==> src/rtl/trap_pkg.sv <==
// rtl/trap_pkg.sv - shared encodings for the machine-mode trap sequencer
package trap_pkg;

  localparam logic [1:0] ST_IDLE     = 2'd0;
  localparam logic [1:0] ST_FLUSH    = 2'd1;
  localparam logic [1:0] ST_COMMIT   = 2'd2;
  localparam logic [1:0] ST_REDIRECT = 2'd3;

  localparam logic [3:0] CAUSE_IMISALIGN = 4'd0;
  localparam logic [3:0] CAUSE_ILLEGAL   = 4'd2;
  localparam logic [3:0] CAUSE_BREAK     = 4'd3;
  localparam logic [3:0] CAUSE_LMISALIGN = 4'd4;
  localparam logic [3:0] CAUSE_SMISALIGN = 4'd6;
  localparam logic [3:0] CAUSE_ECALL_M   = 4'd11;

  typedef enum logic {
    MEPC_PC_EXEC,
    MEPC_PC_MEM
  } mepc_sel_e;

  typedef enum logic [2:0] {
    MTVAL_ZERO,
    MTVAL_LDST,
    MTVAL_JUMP,
    MTVAL_INSTR,
    MTVAL_PC
  } mtval_sel_e;

endpackage

==> src/rtl/trap_prio_enc.sv <==
// rtl/trap_prio_enc.sv - single-winner priority encoder over trap requests
module trap_prio_enc
  import trap_pkg::*;
(
  input  logic       ldst_i,
  input  logic       jump_i,
  input  logic       illegal_i,
  input  logic       ebreak_i,
  input  logic       ecall_i,
  input  logic       mret_i,
  input  logic       is_store_i,
  output logic       exc_valid_o,
  output logic       mret_valid_o,
  output logic [3:0] cause_o,
  output mepc_sel_e  mepc_sel_o,
  output mtval_sel_e mtval_sel_o
);

  always_comb begin
    exc_valid_o = 1'b1;
    cause_o     = CAUSE_ECALL_M;
    mepc_sel_o  = MEPC_PC_EXEC;
    mtval_sel_o = MTVAL_ZERO;
    // MEM-stage fault wins because that instruction is older than EXE
    if (ldst_i) begin
      cause_o     = is_store_i ? CAUSE_SMISALIGN : CAUSE_LMISALIGN;
      mepc_sel_o  = MEPC_PC_MEM;
      mtval_sel_o = MTVAL_LDST;
    end else if (jump_i) begin
      cause_o     = CAUSE_IMISALIGN;
      mtval_sel_o = MTVAL_JUMP;
    end else if (illegal_i) begin
      cause_o     = CAUSE_ILLEGAL;
      mtval_sel_o = MTVAL_INSTR;
    end else if (ebreak_i) begin
      cause_o     = CAUSE_BREAK;
      mtval_sel_o = MTVAL_PC;
    end else if (!ecall_i) begin
      exc_valid_o = 1'b0;
    end
    mret_valid_o = mret_i && !exc_valid_o;
  end

endmodule

==> src/rtl/trap_ctrl.sv <==
// rtl/trap_ctrl.sv - trap entry / MRET sequencer: flush, CSR commit, fetch redirect
module trap_ctrl
  import trap_pkg::*;
#(
  parameter int SIZE         = 32,
  parameter int FLUSH_CYCLES = 2
) (
  input  logic            clk,
  input  logic            reset,
  input  logic            misaligned_jump_exception,
  input  logic            misaligned_ldst_exception,
  input  logic            ldst_is_store,
  input  logic            illegal_instr,
  input  logic            ecall,
  input  logic            ebreak,
  input  logic            mret,
  input  logic [SIZE-1:0] PC_exec,
  input  logic [SIZE-1:0] PC_MEM,
  input  logic [SIZE-1:0] jump_address,
  input  logic [SIZE-1:0] ldst_address,
  input  logic [SIZE-1:0] instr_word,
  input  logic [SIZE-1:0] mtvec_address,
  input  logic [SIZE-1:0] mepc_in,
  output logic            flush,
  output logic            stall,
  output logic            trap_csr_we,
  output logic [SIZE-1:0] trap_mepc,
  output logic [SIZE-1:0] trap_mcause,
  output logic [SIZE-1:0] trap_mtval,
  output logic            pc_redirect_valid,
  output logic [SIZE-1:0] pc_redirect,
  output logic            busy
);

  localparam logic [2:0]      FLUSH_LOAD = 3'(FLUSH_CYCLES);
  localparam logic [SIZE-1:0] ALIGN_MASK = {{(SIZE-2){1'b1}}, 2'b00};

  logic            exc_valid, mret_valid;
  logic [3:0]      cause;
  mepc_sel_e       mepc_sel;
  mtval_sel_e      mtval_sel;

  logic [1:0]      state_q, state_d;
  logic [2:0]      cnt_q, cnt_d;
  logic [SIZE-1:0] mepc_q, mepc_d, mcause_q, mcause_d, mtval_q, mtval_d;
  logic [SIZE-1:0] redir_q, redir_d;

  trap_prio_enc u_prio (
    .ldst_i       (misaligned_ldst_exception),
    .jump_i       (misaligned_jump_exception),
    .illegal_i    (illegal_instr),
    .ebreak_i     (ebreak),
    .ecall_i      (ecall),
    .mret_i       (mret),
    .is_store_i   (ldst_is_store),
    .exc_valid_o  (exc_valid),
    .mret_valid_o (mret_valid),
    .cause_o      (cause),
    .mepc_sel_o   (mepc_sel),
    .mtval_sel_o  (mtval_sel)
  );

  always_comb begin
    state_d  = state_q;
    cnt_d    = cnt_q;
    mepc_d   = mepc_q;
    mcause_d = mcause_q;
    mtval_d  = mtval_q;
    redir_d  = redir_q;
    case (state_q)
      ST_IDLE: begin
        if (exc_valid) begin
          state_d  = ST_FLUSH;
          cnt_d    = FLUSH_LOAD;
          mepc_d   = (mepc_sel == MEPC_PC_MEM) ? PC_MEM : PC_exec;
          mcause_d = {{(SIZE-4){1'b0}}, cause};
          case (mtval_sel)
            MTVAL_LDST:  mtval_d = ldst_address;
            MTVAL_JUMP:  mtval_d = jump_address;
            MTVAL_INSTR: mtval_d = instr_word;
            MTVAL_PC:    mtval_d = PC_exec;
            default:     mtval_d = '0;
          endcase
        end else if (mret_valid) begin
          state_d = ST_REDIRECT;
          redir_d = mepc_in & ALIGN_MASK;
        end
      end
      ST_FLUSH: begin
        cnt_d = cnt_q - 3'd1;
        if (cnt_q == 3'd1) state_d = ST_COMMIT;
      end
      ST_COMMIT: begin
        state_d = ST_REDIRECT;
        redir_d = mtvec_address & ALIGN_MASK;
      end
      default: state_d = ST_IDLE;
    endcase
  end

  always_ff @(posedge clk) begin
    if (reset) begin
      state_q  <= ST_IDLE;
      cnt_q    <= '0;
      mepc_q   <= '0;
      mcause_q <= '0;
      mtval_q  <= '0;
      redir_q  <= '0;
    end else begin
      state_q  <= state_d;
      cnt_q    <= cnt_d;
      mepc_q   <= mepc_d;
      mcause_q <= mcause_d;
      mtval_q  <= mtval_d;
      redir_q  <= redir_d;
    end
  end

  // Flush in the accepting cycle so the faulting instruction never retires
  assign flush = (state_q != ST_IDLE) || (!reset && (exc_valid || mret_valid));
  assign stall = (state_q == ST_FLUSH) || (state_q == ST_COMMIT);
  assign trap_csr_we       = (state_q == ST_COMMIT);
  assign pc_redirect_valid = (state_q == ST_REDIRECT);
  assign busy              = (state_q != ST_IDLE);
  assign trap_mepc         = mepc_q;
  assign trap_mcause       = mcause_q;
  assign trap_mtval        = mtval_q;
  assign pc_redirect       = redir_q;

endmodule

==> config.mk <==
export PLATFORM = sky130hd
export DESIGN_NAME = trap_ctrl
export DESIGN_NICKNAME = d
export VERILOG_FILES = /design/src/rtl/trap_pkg.sv /design/src/rtl/trap_prio_enc.sv /design/src/rtl/trap_ctrl.sv
export SDC_FILE = /design/constraint.sdc
export NUM_CORES = 1
export LEC_CHECK = 0
export CELL_PAD_IN_SITES_DETAIL_PLACEMENT = 2
export CELL_PAD_IN_SITES_GLOBAL_PLACEMENT = 2
export CORE_ASPECT_RATIO = 0.7
export CORE_MARGIN = 1.5
export CORE_UTILIZATION = 19
export CTS_CLUSTER_SIZE = 14
export DETAILED_ROUTE_END_ITERATION = 7
export GPL_ROUTABILITY_DRIVEN = 0
export PLACE_DENSITY_LB_ADDON = 0.1
export RECOVER_POWER = 25
export SKIP_LAST_GASP = 1
export SYNTH_ARGS = -nofsm -noshare
export SYNTH_HDL_FRONTEND = slang
export SYNTH_SLANG_ARGS = --single-unit
==> constraint.sdc <==
create_clock -name clk -period 2.6 [get_ports clk]
set_input_delay 0.52 -clock clk [delete_from_list [all_inputs] [get_ports clk]]
set_output_delay 0.52 -clock clk [all_outputs]
set_load 0.02 [all_outputs]
==> summary.txt <==
Hold path
  – Hold endpoint: trap_mtval[10]$_SDFFE_PP0P_
  – Path type of the worst min-delay path: reg -> reg
  – Hold Crit Depth: 1
  – Start point of the worst min-delay path: trap_mtval[10]$_SDFFE_PP0P_

Clock network
  – Clk sink count: 103
  – Register clock-pin slew on the reported worst setup and hold paths: 0.07 ns
  – Setup Fix Bufs, Post-CTS: 0
  – Number of CTS-inserted buffers: 9
  – Maximum clock insertion buffer count: 2
  – H-Tree Level Count: 3
  – CTS root buffer: sky130_fd_sc_hd__clkbuf_16
  – Clock tree from TritonCTS: yes
  – Worst skew pair latency: 0.36 ns

Setup path
  – Beginning of the worst register-to-register path: state_q[0]$_SDFFE_PP0P_
  – Worst reg2reg path endpoint: pc_redirect[15]$_SDFFE_PP0P_
  – Critical-path maximum fanout: 2
  – Worst reg2reg setup slack: 0.28 ns
  – Worst Setup Path Type: in -> out
  – Nature of the critical path startpoint: input pin
  – Data arrival at the endpoint of the critical path: 1.91 ns
  – Cells on worst reg2reg path: 8
  – Endpoint kind of the worst setup timing path: output pin
  – Required time of the worst setup path: 2.08 ns

Place
  – Number of I/O port buffers: 331
  – Worst slack at placement: -0.09547 ns
  – Post-detailed-placement half-perimeter wirelength: 19.28 mm

Global routing
  – Total Routing Usage GR: 0.1709
  – Wire length of the first global-routing pass: 37.88 mm
  – Number of global-route vias before repair: 6325
  – Maximum number of pins on one net before global-route repair: 68
  – Initial antenna violation count: 0
  – Total global routing overflow: 0

Floorplan
  – DIE AREA: 29410 sq um
  – Starting Density: 0.1937
  – Placement row count: 51
  – Horiz. Die Dim: 204.3 um
  – Number of placed I/O pins: 366
  – Chip height: 143.9 um
  – Core box area: 27820 sq um

STA
  – Worst slew margin: 0.3241
  – Achievable Freq: 411.0 MHz
  – Final max-slew violation count: 0
  – Pin slew with the least headroom to its limit: 1.012 ns
  – Crit path time final: 2.433 ns
  – Post-route setup slack: 0.1671 ns
  – Number of setup violations in the final report: 0
  – Worst setup skew after layout: 0.009858 ns
  – Period utilisation layout: 0.9357
  – Setup TNS: 0 ns
  – Unrepaired setup endpoints after global routing: no
  – Hold violation count in the final report: 0

Detailed routing
  – DRC violations left: 0
  – Antenna Violating Nets Remaining: 0
  – Drt total wl: 25.28 mm
  – Pre-Repair DR Iteration Count: 4
  – Detailed-route wire length per cell: 20.24 um
  – Via-to-Cell Ratio: 4.518
  – Violation count after the first detailed-route iteration: 174
  – Total number of vias: 5643

Synthesis
  – Synthesized instance count: 564
  – Cell Area, Synth: 5390 sq um
  – Most repeated cell in the gate-level netlist after synthesis: sky130_fd_sc_hd__dfxtp_1
  – Top-area cell type share of the netlist area: 0.3825
  – Synthesis-stage register bit count: 103
  – Count of unique library cells instantiated by Yosys: 37
  – Post-synth EDFFs: 0
  – Predominant post-synthesis flop cell: sky130_fd_sc_hd__dfxtp_1
  – Average footprint of a synthesized cell: 9.557 sq um
  – Async set-or-reset flop fraction in the synthesized netlist: 0
  – Post-synth top area cell: sky130_fd_sc_hd__dfxtp_1
  – Most common library cells after synthesis: sky130_fd_sc_hd__dfxtp_1, sky130_fd_sc_hd__nor2_1, sky130_fd_sc_hd__mux2i_1, sky130_fd_sc_hd__buf_4, sky130_fd_sc_hd__clkbuf_1
  – Synth warn: 0
  – Register area share after synthesis: 0.3825
  – Area contributors post-synth: sky130_fd_sc_hd__dfxtp_1, sky130_fd_sc_hd__mux2i_1, sky130_fd_sc_hd__a211oi_2

Final layout
  – Number of diodes added for antenna fixing: 0
  – Fraction of layout cells with a size suffix above 1: 0.08884
  – Core Util, Final: 0.3353
  – Area added between synthesis and finish: 73.07%
  – Layout net count: 1112

Run
  – Max-cap check violation count: 0

Pwr
  – Peak supply drop: 0.3607 mV
  – Lkg Pwr: 3.481 nW
  – Power per standard cell area: 817.3 nW/um^2

Run status
  – Run status: finished clean
==> power breakdown <==
part | total [mW] | internal, mW | switching, mW
Sequential | 2.38 | 2.09 | 0.288
Clock | 1.47 | 0.825 | 0.642
Combinational | 3.78 | 1.72 | 2.06
Total | 7.62 | 4.64 | 2.99
==> through the flow <==
| stage | total power, mW | hold WS [ns] | cells | instance area, sq um |
|---|---|---|---|---|
| 3_3_place_gp | 6.239 | 0.4483 | 1233 | 9036 |
| 3_5_place_dp | 6.360 | 0.4727 | 1233 | 9036 |
| 4_1_cts | 7.889 | 0.4911 | 1249 | 9345 |
| 5_1_grt | 8.129 | 0.5054 | 1249 | 9329 |
| 6_report | 7.624 | 0.4843 | 1249 | 9329 |
| 2_1_floorplan | 4.409 | 0.4404 | 593 | 5499 |
==> sequential cells by signal (all words and copies together), names as in the netlist <==
signal and cells:
pc_redirect 30, cnt_q 3, trap_mtval 32, trap_mcause 4, trap_mepc 32, state_q 2
==> worst max path at each step <==
stage	from	to	slack (ns)	cells past startpoint
final	illegal_instr	flush	0.17	5
after global routing	illegal_instr	flush	0.04	5
after detailed placement	illegal_instr	flush	-0.1	5
after floorplan	reset	flush	0.67	3
after global placement	illegal_instr	flush	-0.12	5
after CTS	state_q[1]$_SDFFE_PP0P_	busy	0.02	4
==> layout make-up <==
type	instances	area [sq um]
well taps	371	464.2
inverters	8	30.03
clock inverters	3	40.04
repair buffers	354	3520
flip-flops and latches	103	2062
multi-input cells	397	2943
fillers	3060	18490
clock buffers	13	270.3
==> worst max-delay path, stage by stage <==
cell and delay [ns]:
sky130_fd_sc_hd__clkdlybuf4s50_1 0.42, sky130_fd_sc_hd__or3_4 0.38, sky130_fd_sc_hd__nor3_1 0.16, sky130_fd_sc_hd__o21ai_0 0.09
sky130_fd_sc_hd__dlygate4sd2_1 0.34
==> per-layer routing <==
| metal | global-route usage | vias up | part of all wire |
|---|---|---|---|
| met1 | 0.2071 | 2798 | 0.43 |
| met4 | 0.04257 | 0 | 0.013 |
| met5 | 0 | - | 0 |
| li1 | - | 2656 | - |
| met2 | 0.2976 | 170 | 0.49 |
| met3 | 0.04807 | 19 | 0.065 |
==> what timing repair did <==
| action | CTS | global route |
|---|---|---|
| pin swaps | 0 | 0 |
| setup endpoints to repair | 1 | 1 |
| resized for setup | 1 | 1 |
| hold buffers | 0 | 0 |
==> cell families after synthesis <==
logic type | share of synthesized area
compound gates | 0.2530
fa+ha+maj | 0.01393
buf+inv | 0.09517
flops | 0.3825
mux | 0.1188
other cells | 0.0006957
simple gates | 0.1358
==> layout by cell type (no fill, tap or decap), types with 19 or more instances in the layout <==
master	Yosys	layout
sky130_fd_sc_hd__a221oi_1	32	32
sky130_fd_sc_hd__dlygate4sd3_1	0	42
sky130_fd_sc_hd__a221o_1	32	32
sky130_fd_sc_hd__buf_4	36	19
sky130_fd_sc_hd__clkdlybuf4s50_1	0	284
sky130_fd_sc_hd__a211oi_1	34	34
sky130_fd_sc_hd__nor3_1	34	34
sky130_fd_sc_hd__nor2b_1	34	33
sky130_fd_sc_hd__dfxtp_1	103	103
sky130_fd_sc_hd__nor2_1	69	68
sky130_fd_sc_hd__mux2i_1	64	64
sky130_fd_sc_hd__a211oi_2	30	30
sky130_fd_sc_hd__conb_1	1	30
Note: power is estimated with default switching activity, not from simulation.
